===== src/rtl/pqsdn_cam_pkg.sv =====
// Shared types and constants for the CAM table controller: FSM state encoding,
// the reserved invalid key pattern and the update opcodes.
package pqsdn_cam_pkg;

    typedef enum logic [2:0] {
        StInit,
        StIdle,
        StUpdWr,
        StUpdWait,
        StLkpA,
        StLkpB,
        StResp
    } cam_state_e;

    // Widest key supported; users slice the low DATA_W bits.
    localparam int unsigned MAX_DATA_W = 1024;
    localparam logic [MAX_DATA_W-1:0] INVALID_KEY = '1;

    localparam logic OP_INSERT = 1'b0;
    localparam logic OP_DELETE = 1'b1;

endpackage


===== src/rtl/pqsdn_cam_ctrl_if.sv =====
// Request/result handshakes plus the CAM write/search port of the CAM controller.
interface pqsdn_cam_ctrl_if #(
    parameter int unsigned DATA_W = 64,
    parameter int unsigned ADDR_W = 6,
    parameter int unsigned EN_W   = DATA_W / 8
);
    logic              lkp_valid_i;
    logic              lkp_ready_o;
    logic [DATA_W-1:0] lkp_key_i;
    logic              res_valid_o;
    logic              res_ready_i;
    logic              res_hit_o;
    logic [ADDR_W-1:0] res_addr_o;
    logic              upd_valid_i;
    logic              upd_ready_o;
    logic              upd_op_i;
    logic [DATA_W-1:0] upd_key_i;
    logic [ADDR_W-1:0] upd_addr_i;
    logic              upd_done_o;
    logic              upd_err_o;
    logic [ADDR_W-1:0] upd_addr_o;
    logic              cam_en_a_o;
    logic [EN_W-1:0]   cam_wren_a_o;
    logic [ADDR_W-1:0] cam_wraddr_a_o;
    logic [DATA_W-1:0] cam_wrdata_a_o;
    logic              cam_rden_b_o;
    logic [DATA_W-1:0] cam_rddata_b_o;
    logic [ADDR_W-1:0] cam_rdaddr_b_i;

    modport master (
        output lkp_valid_i, lkp_key_i, res_ready_i, upd_valid_i, upd_op_i, upd_key_i,
               upd_addr_i, cam_rdaddr_b_i,
        input  lkp_ready_o, res_valid_o, res_hit_o, res_addr_o, upd_ready_o, upd_done_o,
               upd_err_o, upd_addr_o, cam_en_a_o, cam_wren_a_o, cam_wraddr_a_o,
               cam_wrdata_a_o, cam_rden_b_o, cam_rddata_b_o
    );

    modport slave (
        input  lkp_valid_i, lkp_key_i, res_ready_i, upd_valid_i, upd_op_i, upd_key_i,
               upd_addr_i, cam_rdaddr_b_i,
        output lkp_ready_o, res_valid_o, res_hit_o, res_addr_o, upd_ready_o, upd_done_o,
               upd_err_o, upd_addr_o, cam_en_a_o, cam_wren_a_o, cam_wraddr_a_o,
               cam_wrdata_a_o, cam_rden_b_o, cam_rddata_b_o
    );
endinterface


===== src/rtl/pqsdn_cam_free_enc.sv =====
// Lowest-free-entry priority encoder over the valid bitmap; entry 0 is never
// allocatable, so the bitmap passed in starts at bit 1.
module pqsdn_cam_free_enc #(
    parameter int unsigned ADDR_W = 6
) (
    input  logic [2**ADDR_W-1:1] valid_i,
    output logic [ADDR_W-1:0]    free_idx_o,
    output logic                 full_o
);
    localparam int Depth = 2 ** ADDR_W;

    always_comb begin
        free_idx_o = '0;
        for (int i = Depth - 1; i >= 1; i--) begin
            if (!valid_i[i]) free_idx_o = ADDR_W'(i);
        end
        full_o = &valid_i;
    end

endmodule


===== src/rtl/pqsdn_cam_ctrl.sv =====
// CAM table controller: initialises the CAM, allocates/frees entries and runs
// two-phase searches (park on a free entry, then search the key) against the CAM.
module pqsdn_cam_ctrl
    import pqsdn_cam_pkg::*;
#(
    parameter int unsigned DATA_W = 64,
    parameter int unsigned ADDR_W = 6,
    parameter int unsigned EN_W   = DATA_W / 8
) (
    input logic             clk,
    input logic             rst_n,
    pqsdn_cam_ctrl_if.slave bus
);
    localparam int unsigned       Depth      = 2 ** ADDR_W;
    localparam logic [ADDR_W:0]   InitLast   = (ADDR_W + 1)'(Depth);
    localparam logic [DATA_W-1:0] InvalidKey = INVALID_KEY[DATA_W-1:0];

    cam_state_e        state_q;
    logic [Depth-1:1]  valid_hi_q;
    logic [Depth-1:0]  valid_all;
    logic [ADDR_W:0]   init_cnt_q;
    logic [DATA_W-1:0] key_q;

    logic              lkp_ready_q, upd_ready_q;
    logic              res_valid_q, res_hit_q;
    logic [ADDR_W-1:0] res_addr_q;
    logic              upd_done_q, upd_err_q;
    logic [ADDR_W-1:0] upd_addr_q;
    logic              cam_en_q, cam_rden_q;
    logic [ADDR_W-1:0] cam_wraddr_q;
    logic [DATA_W-1:0] cam_wrdata_q, cam_rddata_q;

    logic [ADDR_W-1:0] free_idx;
    logic              table_full;
    logic              lkp_hit;
    logic              del_ok;

    assign valid_all = {valid_hi_q, 1'b0};

    pqsdn_cam_free_enc #(
        .ADDR_W(ADDR_W)
    ) u_free_enc (
        .valid_i   (valid_hi_q),
        .free_idx_o(free_idx),
        .full_o    (table_full)
    );

    // A parked or stale match address always lands on an entry whose valid bit is clear.
    assign lkp_hit = valid_all[bus.cam_rdaddr_b_i] && (key_q != InvalidKey);
    assign del_ok  = (bus.upd_addr_i != '0) && valid_all[bus.upd_addr_i];

    always_ff @(posedge clk or negedge rst_n) begin
        if (!rst_n) begin
            state_q      <= StInit;
            valid_hi_q   <= '0;
            init_cnt_q   <= '0;
            key_q        <= '0;
            lkp_ready_q  <= 1'b0;
            upd_ready_q  <= 1'b0;
            res_valid_q  <= 1'b0;
            res_hit_q    <= 1'b0;
            res_addr_q   <= '0;
            upd_done_q   <= 1'b0;
            upd_err_q    <= 1'b0;
            upd_addr_q   <= '0;
            cam_en_q     <= 1'b0;
            cam_wraddr_q <= '0;
            cam_wrdata_q <= '0;
            cam_rden_q   <= 1'b0;
            cam_rddata_q <= '0;
        end else begin
            cam_en_q   <= 1'b0;
            upd_done_q <= 1'b0;
            unique case (state_q)
                StInit: begin
                    if (init_cnt_q < InitLast) begin
                        cam_en_q     <= 1'b1;
                        cam_wraddr_q <= init_cnt_q[ADDR_W-1:0];
                        cam_wrdata_q <= InvalidKey;
                        init_cnt_q   <= init_cnt_q + 1'b1;
                    end else if (init_cnt_q == InitLast) begin
                        // Idle cycle so the last write commits before searches start.
                        init_cnt_q <= init_cnt_q + 1'b1;
                    end else begin
                        state_q     <= StIdle;
                        lkp_ready_q <= 1'b1;
                        upd_ready_q <= 1'b1;
                    end
                end
                StIdle: begin
                    if (bus.upd_valid_i) begin
                        lkp_ready_q <= 1'b0;
                        upd_ready_q <= 1'b0;
                        state_q     <= StUpdWr;
                        if (bus.upd_op_i == OP_INSERT) begin
                            upd_err_q  <= table_full;
                            upd_addr_q <= table_full ? '0 : free_idx;
                            if (!table_full) begin
                                cam_en_q               <= 1'b1;
                                cam_wraddr_q           <= free_idx;
                                cam_wrdata_q           <= bus.upd_key_i;
                                valid_hi_q[free_idx]   <= 1'b1;
                            end
                        end else begin
                            upd_err_q  <= !del_ok;
                            upd_addr_q <= del_ok ? bus.upd_addr_i : '0;
                            if (del_ok) begin
                                cam_en_q                   <= 1'b1;
                                cam_wraddr_q               <= bus.upd_addr_i;
                                cam_wrdata_q               <= InvalidKey;
                                valid_hi_q[bus.upd_addr_i] <= 1'b0;
                            end
                        end
                    end else if (bus.lkp_valid_i) begin
                        lkp_ready_q  <= 1'b0;
                        upd_ready_q  <= 1'b0;
                        key_q        <= bus.lkp_key_i;
                        cam_rden_q   <= 1'b1;
                        cam_rddata_q <= InvalidKey;
                        state_q      <= StLkpA;
                    end
                end
                StUpdWr: begin
                    upd_done_q <= 1'b1;
                    state_q    <= StUpdWait;
                end
                StUpdWait: begin
                    lkp_ready_q <= 1'b1;
                    upd_ready_q <= 1'b1;
                    state_q     <= StIdle;
                end
                StLkpA: begin
                    cam_rddata_q <= key_q;
                    state_q      <= StLkpB;
                end
                StLkpB: begin
                    cam_rden_q   <= 1'b0;
                    cam_rddata_q <= '0;
                    res_valid_q  <= 1'b1;
                    res_hit_q    <= lkp_hit;
                    res_addr_q   <= lkp_hit ? bus.cam_rdaddr_b_i : '0;
                    state_q      <= StResp;
                end
                StResp: begin
                    if (bus.res_ready_i) begin
                        res_valid_q <= 1'b0;
                        lkp_ready_q <= 1'b1;
                        upd_ready_q <= 1'b1;
                        state_q     <= StIdle;
                    end
                end
                default: state_q <= StInit;
            endcase
        end
    end

    assign bus.lkp_ready_o    = lkp_ready_q;
    assign bus.upd_ready_o    = upd_ready_q;
    assign bus.res_valid_o    = res_valid_q;
    assign bus.res_hit_o      = res_hit_q;
    assign bus.res_addr_o     = res_addr_q;
    assign bus.upd_done_o     = upd_done_q;
    assign bus.upd_err_o      = upd_err_q;
    assign bus.upd_addr_o     = upd_addr_q;
    assign bus.cam_en_a_o     = cam_en_q;
    assign bus.cam_wren_a_o   = {EN_W{1'b1}};
    assign bus.cam_wraddr_a_o = cam_wraddr_q;
    assign bus.cam_wrdata_a_o = cam_wrdata_q;
    assign bus.cam_rden_b_o   = cam_rden_q;
    assign bus.cam_rddata_b_o = cam_rddata_q;

endmodule

===== src/flat_wrapper.sv =====
// flat-port wrapper written by rule: the top's interface ports become plain ports
module pqsdn_cam_ctrl_flat import pqsdn_cam_pkg::*;
#(
    parameter int unsigned DATA_W = 64,
    parameter int unsigned ADDR_W = 6,
    parameter int unsigned EN_W   = DATA_W / 8
)
  (clk, rst_n, bus_lkp_valid_i, bus_lkp_key_i, bus_res_ready_i, bus_upd_valid_i, bus_upd_op_i, bus_upd_key_i, bus_upd_addr_i, bus_cam_rdaddr_b_i, bus_lkp_ready_o, bus_res_valid_o, bus_res_hit_o, bus_res_addr_o, bus_upd_ready_o, bus_upd_done_o, bus_upd_err_o, bus_upd_addr_o, bus_cam_en_a_o, bus_cam_wren_a_o, bus_cam_wraddr_a_o, bus_cam_wrdata_a_o, bus_cam_rden_b_o, bus_cam_rddata_b_o);
  pqsdn_cam_ctrl_if #(.DATA_W(DATA_W), .ADDR_W(ADDR_W), .EN_W(EN_W)) bus_i ();
  input logic clk;
  input logic rst_n;
  input wire logic [$bits(bus_i.lkp_valid_i)-1:0] bus_lkp_valid_i;
  input wire logic [$bits(bus_i.lkp_key_i)-1:0] bus_lkp_key_i;
  input wire logic [$bits(bus_i.res_ready_i)-1:0] bus_res_ready_i;
  input wire logic [$bits(bus_i.upd_valid_i)-1:0] bus_upd_valid_i;
  input wire logic [$bits(bus_i.upd_op_i)-1:0] bus_upd_op_i;
  input wire logic [$bits(bus_i.upd_key_i)-1:0] bus_upd_key_i;
  input wire logic [$bits(bus_i.upd_addr_i)-1:0] bus_upd_addr_i;
  input wire logic [$bits(bus_i.cam_rdaddr_b_i)-1:0] bus_cam_rdaddr_b_i;
  output wire logic [$bits(bus_i.lkp_ready_o)-1:0] bus_lkp_ready_o;
  output wire logic [$bits(bus_i.res_valid_o)-1:0] bus_res_valid_o;
  output wire logic [$bits(bus_i.res_hit_o)-1:0] bus_res_hit_o;
  output wire logic [$bits(bus_i.res_addr_o)-1:0] bus_res_addr_o;
  output wire logic [$bits(bus_i.upd_ready_o)-1:0] bus_upd_ready_o;
  output wire logic [$bits(bus_i.upd_done_o)-1:0] bus_upd_done_o;
  output wire logic [$bits(bus_i.upd_err_o)-1:0] bus_upd_err_o;
  output wire logic [$bits(bus_i.upd_addr_o)-1:0] bus_upd_addr_o;
  output wire logic [$bits(bus_i.cam_en_a_o)-1:0] bus_cam_en_a_o;
  output wire logic [$bits(bus_i.cam_wren_a_o)-1:0] bus_cam_wren_a_o;
  output wire logic [$bits(bus_i.cam_wraddr_a_o)-1:0] bus_cam_wraddr_a_o;
  output wire logic [$bits(bus_i.cam_wrdata_a_o)-1:0] bus_cam_wrdata_a_o;
  output wire logic [$bits(bus_i.cam_rden_b_o)-1:0] bus_cam_rden_b_o;
  output wire logic [$bits(bus_i.cam_rddata_b_o)-1:0] bus_cam_rddata_b_o;
  assign bus_i.lkp_valid_i = bus_lkp_valid_i;
  assign bus_i.lkp_key_i = bus_lkp_key_i;
  assign bus_i.res_ready_i = bus_res_ready_i;
  assign bus_i.upd_valid_i = bus_upd_valid_i;
  assign bus_i.upd_op_i = bus_upd_op_i;
  assign bus_i.upd_key_i = bus_upd_key_i;
  assign bus_i.upd_addr_i = bus_upd_addr_i;
  assign bus_i.cam_rdaddr_b_i = bus_cam_rdaddr_b_i;
  assign bus_lkp_ready_o = bus_i.lkp_ready_o;
  assign bus_res_valid_o = bus_i.res_valid_o;
  assign bus_res_hit_o = bus_i.res_hit_o;
  assign bus_res_addr_o = bus_i.res_addr_o;
  assign bus_upd_ready_o = bus_i.upd_ready_o;
  assign bus_upd_done_o = bus_i.upd_done_o;
  assign bus_upd_err_o = bus_i.upd_err_o;
  assign bus_upd_addr_o = bus_i.upd_addr_o;
  assign bus_cam_en_a_o = bus_i.cam_en_a_o;
  assign bus_cam_wren_a_o = bus_i.cam_wren_a_o;
  assign bus_cam_wraddr_a_o = bus_i.cam_wraddr_a_o;
  assign bus_cam_wrdata_a_o = bus_i.cam_wrdata_a_o;
  assign bus_cam_rden_b_o = bus_i.cam_rden_b_o;
  assign bus_cam_rddata_b_o = bus_i.cam_rddata_b_o;
  pqsdn_cam_ctrl #(.DATA_W(DATA_W), .ADDR_W(ADDR_W), .EN_W(EN_W)) u_core (.clk(clk), .rst_n(rst_n), .bus(bus_i));
endmodule

===== config.mk =====
export PLATFORM = sky130hd
export DESIGN_NAME = pqsdn_cam_ctrl_flat
export DESIGN_NICKNAME = d
export VERILOG_FILES = /design/src/rtl/pqsdn_cam_pkg.sv /design/src/rtl/pqsdn_cam_ctrl_if.sv /design/src/rtl/pqsdn_cam_free_enc.sv /design/src/rtl/pqsdn_cam_ctrl.sv /design/src/flat_wrapper.sv
export SDC_FILE = /design/constraint.sdc
export NUM_CORES = 1
export LEC_CHECK = 0
export CORE_ASPECT_RATIO = 0.7
export CORE_MARGIN = 1
export CORE_UTILIZATION = 35
export DETAILED_ROUTE_END_ITERATION = 10
export GPL_ROUTABILITY_DRIVEN = 0
export GPL_TIMING_DRIVEN = 0
export PLACE_DENSITY = 0.57
export REMOVE_ABC_BUFFERS = 1
export SYNTH_ARGS = -nofsm -noshare
export SYNTH_HDL_FRONTEND = slang
export SYNTH_SLANG_ARGS = --single-unit

===== constraint.sdc =====
create_clock -name clk -period 4.5 [get_ports clk]
set_input_delay 0.9 -clock clk [delete_from_list [all_inputs] [get_ports clk]]
set_output_delay 0.9 -clock clk [all_outputs]
set_load 0.02 [all_outputs]

==> results.yml <==
worst_setup_path:
  cp.arrival_ns: 4.54
  worstReg2RegStart: "u_core.valid_hi_q[8]$_DFFE_PN0P_"
  r2r-end: "u_core.bus.cam_wrdata_a_o[24]$_DFFE_PN0P_"
  critical_path_class: "primary input to flop"
  required_ns: 5.00
  reg2reg_depth: 10
  critPathLaunchType: "primary input"
  crit_fanout: 28
  endpoint_kind: "flop"
  reg2reg_slack_ns: 0.93
grt:
  antenna_found_initial: 2
  grt_pass1_wl_um: 71700
  track_usage: 0.2190
  grt_pass1_vias: 11760
  grt_use_met2: 0.3149
  busiest_layer: "met1"
  grt_use_met3: 0.06239
  met1_usage: 0.3179
  grt_max_degree: 104
  gr-total-overflow: 0
place:
  dpl.hpwl_um: 33520
  dp_slack_ns: -0.9101
  dp_cells: 2226
  port_buffers: 299
status:
  outcome: "completed"
route:
  drtPass1Iterations: 6
  drc_errors: 0
  drt-initial-drc-count: 1103
  final_antenna_net_count: 0
  via_per_inst: 5.380
  routed-via-count: 12280
  wl_per_cell_um: 20.73
  routed_wl_um: 47340
logic_synthesis:
  synthArstFlopShare: 1.000
  yosysWarnings: 0
  synth_edf_count: 0
  synthCells: 1456
  syn_area_sq_um: 14530
  syn_avg_cell_area_sq_um: 9.981
  synth.distinct_cells: 66
  seq_area_frac_synth: 0.4994
  synthFlopType: "dfrtp_1"
  ys_ff_latch: 290
  synth_top_area_frac: 0.4994
  synth_area_leaders: "dfrtp_1 (50%), mux2i_1 (5.5%), mux2_2 (5.4%), o21ai_0 (5.0%), nor2_1 (4.3%)"
  yosysTopAreaCell: "dfrtp_1"
cells_and_area:
  final_common_cell: "clkdlybuf4s50_1"
  drive_gt1_frac: 0.1059
  multi_input_area_sq_um: 6476
  seqCellArea_sq_um: 7258
  final_nets: 1863
  area_growth_syn_to_layout_pct: 31.47
  layoutNonFillerInstCount: 2283
  mostFrequentLayoutCells: "clkdlybuf4s50_1 (294), dfrtp_1 (289), nor2_1 (163)"
  fillers: 3815
cts:
  cts-buffers-inserted: 31
  clock_sinks: 290
  insertion_delay_ns: 0.60
  tritoncts: "yes"
  root_buffer: "clkbuf_16"
  clockBufferDepth: 3
  clk_pin_slew_ns: 0.06
  postCtsHoldBufs: 0
  cts_htree_levels: 1
floorplan:
  rows: 62
  die_h_um: 172.5
  coreArea_sq_um: 40960
  die_area_sq_um: 42350
  start_util: 0.3548
  fp.dieW_um: 245.6
  ios: 308
power_and_ir_drop:
  power_density_nw_per_um2: 645.1
  ir_worst_vdd_mv: 0.3724
  p_leak_nw: 8.173
sta:
  finalClockSkew_ns: 0.02381
  worstMarginPinSlew_ns: 1.219
  grt_setup_unrepaired: "false"
  fmax_mhz: 247.6
  setup_tns_ns: 0
  whs_ns: 0.2507
  setup_viol: 0
  min_period_over_period: 0.8975
  final.setup.worst_slack_ns: 0.4613
  period_needed_ns: 4.039
  slew_headroom: 0.1862
  hold_viol: 0
  slew_violations: 0
run:
  max-cap-violations: 0
worst_hold_path:
  min_path_type: "primary input to async pin"
==> through the flow <==
stage            util  cell area (sq um)  power [W]
2_1_floorplan       -              14050   0.007208
3_3_place_gp   0.4327              17720   0.009285
6_report       0.4665              19110    0.01233
4_1_cts        0.4664              19100    0.01246
3_5_place_dp   0.4418              18090   0.009810
5_1_grt        0.4665              19110    0.01307
==> kinds of logic (layout without fill, tap and decap cells) <==
| kind of cell | after synthesis | count (layout) | share of synthesized area |
|---|---|---|---|
| adder cells (fa/ha/maj) | 2 | 2 | 0.001722 |
| XOR/XNOR | 5 | 5 | 0.003013 |
| multiplexers | 176 | 176 | 0.1481 |
| flip-flops | 290 | 290 | 0.4994 |
| AO/OA/AOI/OAI | 335 | 335 | 0.1331 |
| buffers and inverters | 195 | 469 | 0.05984 |
| other | 1 | 10 | 0.0002580 |
| AND/OR/NAND/NOR | 452 | 452 | 0.1546 |
==> report_power, final <==
part | switching (W) | total, W | internal, W
clock network | 0.00112 | 0.00258 | 0.00146
logic | 0.00295 | 0.00542 | 0.00248
registers | 0.000727 | 0.00432 | 0.00360
total | 0.00480 | 0.0123 | 0.00753
==> flip-flops by register name (all words and copies together) (netlist names) <==
name,flops
u_core.bus.cam_wrdata_a_o,64
u_core.bus.res_hit_o,1
u_core.bus.cam_en_a_o,1
u_core.init_cnt_q,7
u_core.bus.cam_wraddr_a_o,6
u_core.bus.upd_addr_o,6
u_core.bus.res_valid_o,1
u_core.bus.lkp_ready_o,1
u_core.bus.upd_err_o,1
u_core.state_q,3
u_core.bus.upd_done_o,1
u_core.key_q,64
u_core.bus.res_addr_o,6
u_core.bus.cam_rddata_b_o,64
u_core.valid_hi_q,63
u_core.bus.cam_rden_b_o,1
==> worst max path at each step <==
stage	from	end	cells past startpoint
6_report	bus_upd_addr_i[1]	u_core.bus.cam_wrdata_a_o[24]$_DFFE_PN0P_	11
5_1_grt	bus_upd_addr_i[2]	u_core.bus.cam_wrdata_a_o[14]$_DFFE_PN0P_	11
4_1_cts	bus_upd_addr_i[1]	u_core.bus.cam_wrdata_a_o[24]$_DFFE_PN0P_	11
3_5_place_dp	bus_upd_addr_i[1]	u_core.bus.cam_wrdata_a_o[24]$_DFFE_PN0P_	11
3_3_place_gp	rst_n	u_core.bus.cam_wrdata_a_o[43]$_DFFE_PN0P_	1
2_1_floorplan	bus_upd_addr_i[1]	u_core.bus.cam_wraddr_a_o[0]$_DFFE_PN0P_	8
==> Yosys cell counts (all sizes together) (3+ instances only) <==
cell type and n:
mux4 24, o21ai 152, o21a 3, a31oi 12, nand4 46, nor2 165, a221o 3, nor3 10
a21o 6, or3 6, a21oi 94, and3 6, nand2b 79, clkbuf 59, mux2i 80, a211oi 4
and4 6, a21boi 4, nand3b 6, inv 96, nand3 30, dfrtp 290, and2 9, a22oi 5
nor4 7, a221oi 3, o31ai 13, o211ai 7, nand2 62, a22o 6, nor2b 13, xnor2 5
buf 40, mux2 72
==> critical path: stages <==
cell and delay, ns:
clkbuf_2 0.55, mux4_2 0.58, nor2b_1 0.14, a311o_1 0.37
a31oi_1 0.25, and3_1 0.23, a31oi_1 0.21, a21oi_4 0.56
buf_12 0.27, buf_12 0.22, mux2i_1 0.21
==> final cells by class <==
type	count	share of cell area
Sequential cell	290	0.3799
Clock inverter	12	0.005763
Clock buffer	43	0.04715
Multi-Input combinational cell	978	0.3390
Antenna cell	2	0.0002620
Inverter	96	0.01886
Timing Repair Buffer	318	0.1735
Tap cell	544	0.03563
==> metal layers <==
layer,wire length [um],part of all wire
met3,4714,0.10
met4,1155,0.024
met2,20470,0.43
met5,0,0
met1,21000,0.44
==> what timing repair did <==
item	in CTS	in global routing
setup buffers	0	0
resized for setup	1	4
endpoints found under the setup margin	68	34
hold endpoints to repair	0	0
Power figures use the tool's default switching activity.
